**src/rtl/cpu_boot_harness.sv**
```systemverilog
`default_nettype none
`timescale 1ns/1ps
// ============================================================================
// Module   : cpu_boot_harness
// Purpose  : Streams a program into instruction memory over valid/ready,
//            holds the CPU in reset while loading, then releases it for a
//            bounded run window and flags completion.
// Revision : 1.0 - initial release
// ============================================================================
module cpu_boot_harness #(
  parameter int unsigned XLEN      = 32,
  parameter int unsigned DEPTH     = 64,
  parameter int unsigned RST_HOLD  = 2,
  parameter int unsigned RUN_LIMIT = 16,
  localparam int unsigned ADDR_W   = $clog2(DEPTH)
) (
  input  logic              clk,
  input  logic              rst,
  input  logic              start,
  input  logic              s_valid,
  input  logic [XLEN-1:0]   s_data,
  input  logic              s_last,
  output logic              s_ready,
  output logic              imem_we,
  output logic [ADDR_W-1:0] imem_addr,
  output logic [XLEN-1:0]   imem_wdata,
  output logic              cpu_rst,
  output logic [ADDR_W:0]   load_count,
  output logic [31:0]       cycle_count,
  output logic              ovf,
  output logic              done
);

  typedef enum logic [2:0] {
    ST_IDLE = 3'd0,
    ST_LOAD = 3'd1,
    ST_HOLD = 3'd2,
    ST_RUN  = 3'd3,
    ST_DONE = 3'd4
  } state_t;

  // Index of the last memory word; accepting it always ends the load.
  localparam logic [ADDR_W:0] c_LAST_IDX = (ADDR_W+1)'(DEPTH - 1);
  localparam logic [31:0]     c_HOLD_END = 32'(RST_HOLD - 1);
  localparam logic [31:0]     c_RUN_END  = 32'(RUN_LIMIT - 1);

  state_t            r_state;
  logic              r_s_ready;
  logic              r_imem_we;
  logic [ADDR_W-1:0] r_imem_addr;
  logic [XLEN-1:0]   r_imem_wdata;
  logic              r_cpu_rst;
  logic [ADDR_W:0]   r_load_count;
  logic [31:0]       r_cycle_count;
  logic [31:0]       r_hold_cnt;
  logic              r_ovf;
  logic              r_done;

  logic              w_accept;
  logic              w_final;

  assign w_accept = s_valid & r_s_ready;
  // The load ends on s_last or when memory is full, whichever comes first.
  assign w_final  = s_last | (r_load_count == c_LAST_IDX);

  assign s_ready     = r_s_ready;
  assign imem_we     = r_imem_we;
  assign imem_addr   = r_imem_addr;
  assign imem_wdata  = r_imem_wdata;
  assign cpu_rst     = r_cpu_rst;
  assign load_count  = r_load_count;
  assign cycle_count = r_cycle_count;
  assign ovf         = r_ovf;
  assign done        = r_done;

  // Sequencer: load -> reset hold -> bounded run -> done, all outputs registered.
  always_ff @(posedge clk or negedge rst) begin
    if (!rst) begin
      r_state       <= ST_IDLE;
      r_s_ready     <= 1'b0;
      r_imem_we     <= 1'b0;
      r_imem_addr   <= '0;
      r_imem_wdata  <= '0;
      r_cpu_rst     <= 1'b1;
      r_load_count  <= '0;
      r_cycle_count <= '0;
      r_hold_cnt    <= '0;
      r_ovf         <= 1'b0;
      r_done        <= 1'b0;
    end else begin
      // Write strobe is a single-cycle echo of an accept.
      r_imem_we <= 1'b0;
      case (r_state)
        ST_IDLE, ST_DONE: begin
          if (start) begin
            r_state       <= ST_LOAD;
            r_s_ready     <= 1'b1;
            r_load_count  <= '0;
            r_cycle_count <= '0;
            r_ovf         <= 1'b0;
            r_done        <= 1'b0;
          end
        end
        ST_LOAD: begin
          if (w_accept) begin
            r_imem_we    <= 1'b1;
            r_imem_addr  <= r_load_count[ADDR_W-1:0];
            r_imem_wdata <= s_data;
            r_load_count <= r_load_count + (ADDR_W+1)'(1);
            if (w_final) begin
              r_state    <= ST_HOLD;
              r_s_ready  <= 1'b0;
              r_hold_cnt <= '0;
              // Filling memory without an s_last means the program was truncated.
              r_ovf      <= ~s_last;
            end
          end
        end
        ST_HOLD: begin
          if (r_hold_cnt == c_HOLD_END) begin
            r_state   <= ST_RUN;
            r_cpu_rst <= 1'b0;
          end else begin
            r_hold_cnt <= r_hold_cnt + 32'd1;
          end
        end
        ST_RUN: begin
          r_cycle_count <= r_cycle_count + 32'd1;
          if (r_cycle_count == c_RUN_END) begin
            r_state   <= ST_DONE;
            r_cpu_rst <= 1'b1;
            r_done    <= 1'b1;
          end
        end
        default: begin
          r_state <= ST_IDLE;
        end
      endcase
    end
  end

endmodule
`default_nettype wire

```
**config.mk**
```make
export PLATFORM = sky130hd
export DESIGN_NAME = cpu_boot_harness
export DESIGN_NICKNAME = d
export VERILOG_FILES = /design/src/rtl/cpu_boot_harness.sv
export SDC_FILE = /design/constraint.sdc
export NUM_CORES = 1
export LEC_CHECK = 0
export CELL_PAD_IN_SITES_DETAIL_PLACEMENT = 0
export CELL_PAD_IN_SITES_GLOBAL_PLACEMENT = 1
export CORE_ASPECT_RATIO = 1.2
export CORE_UTILIZATION = 40
export DETAILED_ROUTE_END_ITERATION = 16
export GPL_ROUTABILITY_DRIVEN = 0
export GPL_TIMING_DRIVEN = 1
export PLACE_DENSITY = 0.85
export SYNTH_ARGS = -nofsm -noshare
export SYNTH_HDL_FRONTEND = slang
export SYNTH_SLANG_ARGS = --single-unit
```
**constraint.sdc**
```tcl
create_clock -name clk -period 2.83 [get_ports clk]
set_input_delay 0.4245 -clock clk [delete_from_list [all_inputs] [get_ports clk]]
set_output_delay 0.4245 -clock clk [all_outputs]
set_load 0.1 [all_outputs]
```
==> results.sh <==
export IMPL_status="complete, but fails checks"
export IMPL_violations="design-rule violations"
export IMPL_cp_max_fo=10
export IMPL_core_um2=13900
export IMPL_start_util_pct=41.2
export IMPL_fmax_mhz=425
export IMPL_ys_types=59
export IMPL_placed_cells=804
export IMPL_via_count=4760
export IMPL_area_growth_pct=30.0
export IMPL_cts_root_buf="clkbuf_16"
export IMPL_fill_cells=1230
export IMPL_grt_pass1_wl_mm=23.8
export IMPL_io_pins=119
export IMPL_period_share_pct=83.2
export IMPL_synth_edf_count=0
export IMPL_diodes=0
export IMPL_synth_area_leaders="dfrtp_1, mux2_2, mux2i_1, nand3_1, nand2_1"
export IMPL_die_area_um2=14800
export IMPL_layout_drive_gt1_share_pct=27.5
export IMPL_drc=2
export IMPL_detail_route_first_pass_iterations=10
export IMPL_skew_ns=0.00929
export IMPL_worstPathRequired_ns=3.12
export IMPL_synth_most_common_cell="dfrtp_1"
export IMPL_nNetsFinal=693
export IMPL_num_rows=47
export IMPL_syn_inst=532
export IMPL_hold_viol_final=0
export IMPL_post_cts_resize_count=0
export IMPL_antenna_left=0
export IMPL_overflow=0
export IMPL_postCtsSetupBuffers=0
export IMPL_ys_top_cells_by_count="dfrtp_1, nand2_1, mux2_2"
export IMPL_setup_violations_final=0
export IMPL_multi_input_area_um2=2630
export IMPL_dp_hpwl_mm=9.87
export IMPL_drt_iter0_drc=228
export IMPL_routed_wl_mm=14.1
export IMPL_arrival_ns=2.64
export IMPL_portBuffers=118
export IMPL_first_global_vias=4839
export IMPL_rsz0062_at_grt="false"
export IMPL_start_kind="flop"
export IMPL_async_flop_share_pct=100
export IMPL_die_height_um=133
export IMPL_ys_ff_latch=117
export IMPL_syn_area_per_cell_um2=10.7
export IMPL_maxSlewViolCount=0
export IMPL_cts_tree="built"
export IMPL_timing_worst_setup_path_type="reg -> reg"
export IMPL_ctsHtreeMaxLevel=4
export IMPL_antenna_found_initial=0
export IMPL_setup_tns_ns=0
export IMPL_synth_net_count=573
export IMPL_ys_flop_type="dfrtp_1"
export IMPL_vias_per_cell=5.69
export IMPL_relSlewSlack_pct=41.6
export IMPL_grt_max_degree=52
export IMPL_endpoint_kind="flop"
export IMPL_cts_num_sinks=117
export IMPL_wl_per_cell_um=16.9
export IMPL_clock_path_buffers=2
export IMPL_yosysWarningCount=0
export IMPL_synth_top_area_cell="dfrtp_1"
export IMPL_netlist_area_um2=5710
export IMPL_synth_top_area_share_pct=50.8
export IMPL_hold_slack_ns=0.0487
export IMPL_hold_path_class="in -> async"
export IMPL_worst_slew_pin_transition_ns=0.868
export IMPL_track_usage_pct=20.0
export IMPL_hold_buffers=0
export IMPL_cts_buffers=17
export IMPL_clock_latency_ns=0.41
export IMPL_instances_no_fill=836
export IMPL_die_w_um=111
export IMPL_fin_crit_ns=2.35
export IMPL_synth_seq_area_share_pct=51.3
export IMPL_cap_violations=0
export IMPL_seqCellArea_um2=2930
export IMPL_path_clk_slew_ns=0.06
## per-layer routing
metal | up-vias | share of wire (%) | GRT usage [%]
met2 | 108 | 51 | 34.1
met5 | - | 0 | 0
met3 | 31 | 3.7 | 4.17
li1 | 2256 | - | -
met1 | 2365 | 43 | 24.9
met4 | 0 | 2.6 | 8.11
## cell type report
| type | count | share of cell area (%) |
|---|---|---|
| clock inverter | 13 | 1.67 |
| sequential | 117 | 39.4 |
| clock buffer | 19 | 6.10 |
| multi-input combinational | 382 | 35.4 |
| tap | 171 | 2.88 |
| timing repair buffer | 127 | 14.2 |
| inverter | 7 | 0.354 |
## metrics by stage
step	area, µm²	utilization [%]	setup slack (ns)
after detailed placement	6850	49.4	0.503
final	7430	53.5	0.477
after global routing	7430	53.5	0.236
after CTS	7430	53.5	0.476
after floorplan	5710	-	0.335
after global placement	6850	49.4	0.571
## state kept, by name, indices dropped and copies added (netlist names)
register	count
cycle_count	32
load_count	7
r_hold_cnt	32
imem_addr	6
imem_wdata	32
r_state	3
imem_we	1
cpu_rst	1
ovf	1
done	1
s_ready	1
## logic make-up (layout without fill, tap and decap cells)
kind of cell               after synthesis  after routing  share of synthesized area (%)
AOI/OAI and AO/OA                       92             92                           11.6
xor gates and xnor gates                 5              5                          0.766
adders and majority gates                4              4                          0.876
buffers and inverters                   33            166                           2.89
DFF                                    117            117                           51.3
muxes                                   62             62                           11.8
and+or+nand+nor                        219            219                           20.9
## final timing paths
check | start | to | slack (ns) | depth (start not counted)
worst min register to register | done$_DFFE_PN0P_ | done$_DFFE_PN0P_ | 0.48 | 2
worst max register to register | r_hold_cnt[0]$_DFFE_PN0P_ | r_hold_cnt[30]$_DFFE_PN0P_ | 0.48 | 6
min in group clk | done$_DFFE_PN0P_ | done$_DFFE_PN0P_ | 0.48 | 2
worst min-delay path | rst | r_hold_cnt[8]$_DFFE_PN0P_ | 0.05 | 1
worst max-delay path | r_hold_cnt[0]$_DFFE_PN0P_ | r_hold_cnt[30]$_DFFE_PN0P_ | 0.48 | 6
max in group asynchronous | rst | cpu_rst$_DFFE_PN1P_ | 2.02 | 2
## critical path: stages (launching register included)
cell and delay, ns:
dfrtp_1 0.44, ha_1 0.29, nand4_2 0.21, nor4_4 0.61
nand4_1 0.23, and3_1 0.23, a211o_1 0.22
## layout by cell type (no fill, tap or decap), types with 17 or more instances in the layout
cell | netlist | layout
dfrtp_1 | 116 | 116
buf_4 | 2 | 91
nand2_1 | 53 | 53
mux2_2 | 42 | 42
nand3_1 | 40 | 40
clkdlybuf4s50_1 | 0 | 35
nor2_1 | 24 | 24
nand4_1 | 22 | 22
mux2i_1 | 20 | 20
nor4_1 | 19 | 19
and3_1 | 18 | 18
o21ai_0 | 18 | 18
clkbuf_16 | 0 | 17
Power is left out: the tool's default activity adds up to more than one toggle a clock period on the data nets, which glitch-free logic cannot reach.
